--- src/rtl/inst_fetch_unit_pkg.sv ---
// Shared definitions for the instruction fetch stage: widths, PC step and the buffered fetch entry.
package inst_fetch_unit_pkg;

  localparam int unsigned INST_W = 32;
  localparam int unsigned ADDR_W = 32;
  localparam logic [ADDR_W-1:0] PC_STEP  = 32'd4;
  localparam logic [INST_W-1:0] NOP_INST = 32'h0000_0000;

  typedef struct packed {
    logic [ADDR_W-1:0] pc;
    logic [INST_W-1:0] inst;
  } fetch_entry_t;

  function automatic logic [ADDR_W-1:0] word_align(input logic [ADDR_W-1:0] a);
    return {a[ADDR_W-1:2], 2'b00};
  endfunction

endpackage

--- src/rtl/fetch_fifo.sv ---
// Synchronous instruction buffer: DEPTH entries of {pc, inst}, push/pop/flush, occupancy count.
module fetch_fifo
  import inst_fetch_unit_pkg::*;
#(
  parameter int unsigned DEPTH = 2,
  localparam int unsigned PTR_W = (DEPTH > 1) ? $clog2(DEPTH) : 1,
  localparam int unsigned CNT_W = PTR_W + 1
) (
  input  logic             clk,
  input  logic             reset,
  input  logic             flush,
  input  logic             push,
  input  fetch_entry_t     push_entry,
  input  logic             pop,
  output logic [CNT_W-1:0] count,
  output fetch_entry_t     head
);

  fetch_entry_t mem [DEPTH];
  logic [PTR_W-1:0] wr_ptr;
  logic [PTR_W-1:0] rd_ptr;

  always_ff @(posedge clk) begin
    if (reset || flush) begin
      wr_ptr <= '0;
      rd_ptr <= '0;
      count  <= '0;
    end else begin
      if (push) wr_ptr <= wr_ptr + PTR_W'(1);
      if (pop)  rd_ptr <= rd_ptr + PTR_W'(1);
      count <= count + CNT_W'(push) - CNT_W'(pop);
    end
  end

  // Storage needs no reset; occupancy alone decides what is visible.
  always_ff @(posedge clk) begin
    if (push && !reset && !flush) mem[wr_ptr] <= push_entry;
  end

  assign head = mem[rd_ptr];

endmodule

--- src/rtl/inst_fetch_unit.sv ---
// Instruction fetch stage: PC, credit-limited imem requests, response buffering, redirect flush.
// Optional stall_cycles counter enabled by defining FETCH_STALL_CNT_EN.
module inst_fetch_unit
  import inst_fetch_unit_pkg::*;
#(
  parameter logic [31:0] RESET_PC   = 32'h0000_0000,
  parameter int unsigned FIFO_DEPTH = 2
) (
  input  logic        clk,
  input  logic        reset,
  output logic        imem_req,
  output logic [31:0] imem_addr,
  input  logic        imem_gnt,
  input  logic        imem_rvalid,
  input  logic [31:0] imem_rdata,
  input  logic        redirect_valid,
  input  logic [31:0] redirect_pc,
  output logic        inst_valid,
  output logic [31:0] inst_data,
  output logic [31:0] inst_pc,
  input  logic        inst_ready
`ifdef FETCH_STALL_CNT_EN
  ,
  output logic [31:0] stall_cycles
`endif
);

  localparam int unsigned CNT_W = $clog2(FIFO_DEPTH) + 1;

  logic [ADDR_W-1:0] fetch_pc;
  logic [ADDR_W-1:0] resp_pc;
  logic [CNT_W-1:0]  outstanding;
  logic [CNT_W-1:0]  drop_cnt;
  logic [CNT_W-1:0]  fifo_count;
  logic [CNT_W:0]    in_flight;
  fetch_entry_t      head;
  fetch_entry_t      push_entry;
  logic              fire;
  logic              drop;
  logic              push;
  logic              pop;
  logic              redirect_q;

  // Requests in flight plus buffered words never exceed FIFO_DEPTH, so push cannot overflow.
  assign in_flight = {1'b0, outstanding} + {1'b0, fifo_count};
  assign imem_req  = !reset && !redirect_valid && (in_flight < (CNT_W+1)'(FIFO_DEPTH));
  assign imem_addr = fetch_pc;
  assign fire      = imem_req && imem_gnt;

  assign drop = imem_rvalid && (drop_cnt != '0);
  assign push = imem_rvalid && !drop && !redirect_valid;
  assign pop  = inst_valid && inst_ready && !redirect_valid;

  assign push_entry = '{pc: resp_pc, inst: imem_rdata};

  assign inst_valid = !reset && (fifo_count != '0);
  assign inst_data  = inst_valid ? head.inst : NOP_INST;
  assign inst_pc    = inst_valid ? head.pc   : '0;

  fetch_fifo #(.DEPTH(FIFO_DEPTH)) u_fifo (
    .clk       (clk),
    .reset     (reset),
    .flush     (redirect_valid),
    .push      (push),
    .push_entry(push_entry),
    .pop       (pop),
    .count     (fifo_count),
    .head      (head)
  );

  always_ff @(posedge clk) begin
    if (reset) begin
      fetch_pc    <= RESET_PC;
      resp_pc     <= RESET_PC;
      outstanding <= '0;
      drop_cnt    <= '0;
    end else if (redirect_valid) begin
      // Every response still owed, including ones already marked for drop, becomes stale.
      fetch_pc    <= word_align(redirect_pc);
      resp_pc     <= word_align(redirect_pc);
      outstanding <= outstanding - CNT_W'(imem_rvalid);
      drop_cnt    <= outstanding - CNT_W'(imem_rvalid);
    end else begin
      if (fire) fetch_pc <= fetch_pc + PC_STEP;
      if (push) resp_pc  <= resp_pc + PC_STEP;
      if (drop) drop_cnt <= drop_cnt - CNT_W'(1);
      outstanding <= outstanding + CNT_W'(fire) - CNT_W'(imem_rvalid);
    end
  end

`ifdef FETCH_STALL_CNT_EN
  always_ff @(posedge clk) begin
    if (reset) begin
      stall_cycles <= '0;
    end else if (inst_ready && !inst_valid && (stall_cycles != '1)) begin
      stall_cycles <= stall_cycles + 32'd1;
    end
  end
`endif

  always_ff @(posedge clk) begin
    redirect_q <= reset ? 1'b0 : redirect_valid;
    if (!reset) begin
      assert (!(imem_rvalid && (outstanding == '0)));
      assert (!(redirect_valid && redirect_q));
    end
  end

endmodule

--- config.mk ---
export PLATFORM = sky130hd
export DESIGN_NAME = inst_fetch_unit
export DESIGN_NICKNAME = d
export VERILOG_FILES = /design/src/rtl/inst_fetch_unit_pkg.sv /design/src/rtl/fetch_fifo.sv /design/src/rtl/inst_fetch_unit.sv
export SDC_FILE = /design/constraint.sdc
export NUM_CORES = 1
export LEC_CHECK = 0
export CAP_MARGIN = 20
export CORE_ASPECT_RATIO = 0.75
export CORE_MARGIN = 2
export CORE_UTILIZATION = 50
export CTS_BUF_LIST = sky130_fd_sc_hd__clkbuf_8
export CTS_CLUSTER_DIAMETER = 30
export DETAILED_ROUTE_END_ITERATION = 6
export PLACE_DENSITY = 0.76
export SYNTH_ARGS = -nofsm -noshare
export SYNTH_HDL_FRONTEND = slang
export SYNTH_HIERARCHICAL = 1
export SYNTH_SLANG_ARGS = --single-unit
--- constraint.sdc ---
create_clock -name clk -period 12 [get_ports clk]
set_clock_uncertainty 0.2 [all_clocks]
set_input_delay 2.4 -clock clk [delete_from_list [all_inputs] [get_ports clk]]
set_output_delay 2.4 -clock clk [all_outputs]
set_load 0.01 [all_outputs]
==> flow_metrics.env <==
export IMPL_internal_power_mw=1.03
export IMPL_numClockSinks=197
export IMPL_yosysTopAreaCellShare_pct=40.1
export IMPL_ys_seq_area_share_pct=54.5
export IMPL_setup_tns_ns=0
export IMPL_final_common_cell="clkdlybuf4s50_1"
export IMPL_grt_antenna_before_repair=0
export IMPL_clk_pin_slew_ns=0.10
export IMPL_grt_overflow_total=0
export IMPL_final_cell_mix="clkdlybuf4s50_1 (161), edfxtp_1 (128), and2_1 (71)"
export IMPL_cp_end_kind="output port"
export IMPL_drc=0
export IMPL_syn_area_per_cell_um2=11.8
export IMPL_finalMaxSlewViolations=0
export IMPL_nFillCells=1530
export IMPL_worst_slew_pin_slew_ns=1.09
export IMPL_ctsResizeCount=0
export IMPL_root_buffer="clkbuf_8"
export IMPL_start_util_pct=51.5
export IMPL_ir_drop_mv=0.0810
export IMPL_power_static_leakage_nw=4.03
export IMPL_ioPinCount=168
export IMPL_cpMostUsedCell="buf_4"
export IMPL_synth_edf_count=128
export IMPL_async_flop_share_pct=0
export IMPL_cpMaxStageDelayCell="clkdlybuf4s50_1"
export IMPL_layout_nets=1034
export IMPL_ys_top_cells_by_area="edfxtp_1 (40%), dfxtp_1 (14%), mux2_4 (9.4%)"
export IMPL_p_seq_share_pct=56.2
export IMPL_grt_util_all_layers_pct=21.8
export IMPL_finalHoldViolCount=0
export IMPL_io_buffers=163
export IMPL_setup_slack_ns=5.17
export IMPL_h_tree_depth=4
export IMPL_clock_path_buffers=2
export IMPL_cts_buffers=17
export IMPL_critPathKind="input port to output port"
export IMPL_die_area_um2=20300
export IMPL_grt_pass1_wl_um=33700
export IMPL_hp_class="flip-flop to flip-flop"
export IMPL_syn_to_final_growth_pct=22.8
export IMPL_relSlewSlack_pct=27.4
export IMPL_syn_cell_area_um2=9590
export IMPL_clkLatencyLatePin_ns=0.47
export IMPL_finalWirelength_um=21600
export IMPL_vias=6933
export IMPL_ys_types=62
export IMPL_initialDrtViolationCount=648
export IMPL_setup_violations_final=0
export IMPL_die_h_um=124
export IMPL_pwr_share_clk_pct=34.1
export IMPL_synth_top_area_cell="edfxtp_1"
export IMPL_grt_pass1_vias=6303
export IMPL_synth_seq_cells=197
export IMPL_ctsHoldBuffers=0
export IMPL_crit_path_max_incr_delay_ns=0.54
export IMPL_hpwl_um=14700
export IMPL_startpoint_type="input port"
export IMPL_dr_pass1_iters=5
export IMPL_final_period_utilization_pct=56.9
export IMPL_ant_nets=0
export IMPL_n_antenna_cell=0
export IMPL_routabilityCongestion=0.901
export IMPL_maxCapViolCount=0
export IMPL_yosysWarnings=6
export IMPL_pwr_share_comb_pct=9.7
export IMPL_max_freq_mhz=146
export IMPL_wl_per_cell_um=17.8
export IMPL_grt_max_degree=70
export IMPL_core_area_um2=18600
export IMPL_syn_inst=810
export IMPL_cts_tree="yes"
export IMPL_via_per_inst=5.71
export IMPL_period_minus_slack_ns=6.83
export IMPL_switching_share_pct=24.9
export IMPL_drive_gt1_share_pct=12.4
export IMPL_worstPathRequired_ns=9.40
export IMPL_arrival_ns=4.23
export IMPL_cp_max_fo=66
export IMPL_chipWidth_um=164
export IMPL_rsz0062_at_grt="false"
export IMPL_p_sw_mw=0.340
export IMPL_synthFlopType="edfxtp_1"
export IMPL_power_per_cell_area_nw_per_um2=116
export IMPL_post_cts_setup_buffer_count=0
export IMPL_place_ws_ns=5.08
export IMPL_fp_row_count=43
export IMPL_status="finished, final reports clean"
export IMPL_worstPathCellList="buf_2 -> buf_4 -> nor2_4 -> buf_4 -> and2_1 -> clkdlybuf4s50_1"
[cells by family after synthesis]
| kind of cell | after synthesis | share of synthesized area, % |
|---|---|---|
| AND/OR/NAND/NOR | 315 | 18.8 |
| flip-flops | 197 | 54.5 |
| AO/OA/AOI/OAI | 124 | 9.07 |
| buffers and inverters | 76 | 4.18 |
| multiplexers | 65 | 9.97 |
| XOR/XNOR | 23 | 2.24 |
| adder cells (fa/ha/maj) | 9 | 1.25 |
| other | 1 | 0.0391 |
[critical path: cells and delay by family]
kind	cells	cell delay, ns
and+or+nand+nor	2	0.38
buffers and inverters	4	1.38
[area by class of cell]
class	instances	area [µm²]	area share [%]
multi-input cells	542	4010	34.0
inverters	26	97.6	0.829
repair buffers	171	1680	14.3
clock inverters	15	213	1.81
well taps	247	309	2.63
flip-flops and latches	197	5230	44.4
clock buffers	17	234	1.99
[power by group through the flow]
| stage | Sequential [mW] | Combinational [mW] | Clock [mW] |
|---|---|---|---|
| 2_1_floorplan | 0.778 | 0.0690 | 0 |
| 5_1_grt | 0.772 | 0.145 | 0.501 |
| 6_report | 0.768 | 0.132 | 0.467 |
| 3_5_place_dp | 0.783 | 0.132 | 0 |
| 3_3_place_gp | 0.782 | 0.129 | 0 |
| 4_1_cts | 0.767 | 0.132 | 0.479 |
[registers in the layout (all words and copies together), names as in the netlist, named ones only]
signal	flops
u_fifo/mem	128
outstanding	2
imem_addr	30
u_fifo/rd_ptr	1
drop_cnt	2
u_fifo/count	2
resp_pc	30
u_fifo/wr_ptr	1
[worst paths after layout]
path	slack [ns]	end	from	cells after the start
hold / removal	0.31	u_fifo/mem[0][63]	resp_pc[31]	0
setup reg to reg	8.55	outstanding[1]	outstanding[0]	12
setup / recovery	5.17	inst_pc[15]	reset	6
hold reg to reg	0.31	u_fifo/mem[0][63]	resp_pc[31]	0
[per-layer routing]
| layer | wire length (µm) | vias up | GRT usage, % |
|---|---|---|---|
| li1 | - | 3340 | - |
| met1 | 10100 | 3328 | 31.1 |
| met2 | 9910 | 247 | 33.8 |
| met3 | 1430 | 18 | 4.83 |
| met4 | 216 | 0 | 5.59 |
| met5 | 0 | - | 0 |
[synthesized netlist by cell type (3+ instances only)]
cell type / number
and2_1: 71
o211ai_1: 5
nor2b_1: 3
mux2_2: 4
or4_1: 10
a311oi_1: 5
a31oi_1: 17
or3_1: 13
dfxtp_1: 69
nand4_1: 31
nand3_1: 25
a21oi_1: 19
mux2_4: 60
and4_1: 14
nor3_1: 19
nor2_1: 35
or2_2: 3
a211o_1: 3
buf_12: 6
edfxtp_1: 128
ha_1: 8
nand2b_1: 5
o21ai_0: 13
inv_1: 26
o21bai_1: 4
xnor2_1: 12
xor2_1: 10
a2111oi_0: 4
nor3b_1: 4
a21boi_0: 11
clkbuf_1: 37
o31ai_1: 6
o311ai_0: 7
a211oi_1: 19
nor4_1: 16
and3_1: 15
nand2_1: 44
[metrics by stage]
stage | util [%] | total power [mW] | hold slack, ns | instances | instance area, µm²
after floorplan | - | 0.847 | 0.220 | 815 | 9610
after global placement | 60.8 | 0.911 | 0.295 | 1183 | 11300
after detailed placement | 60.8 | 0.914 | 0.299 | 1183 | 11300
after CTS | 63.2 | 1.38 | 0.320 | 1215 | 11800
after global routing | 63.2 | 1.42 | 0.330 | 1215 | 11800
final | 63.2 | 1.37 | 0.311 | 1215 | 11800
Note: power is estimated with default switching activity, not from simulation.
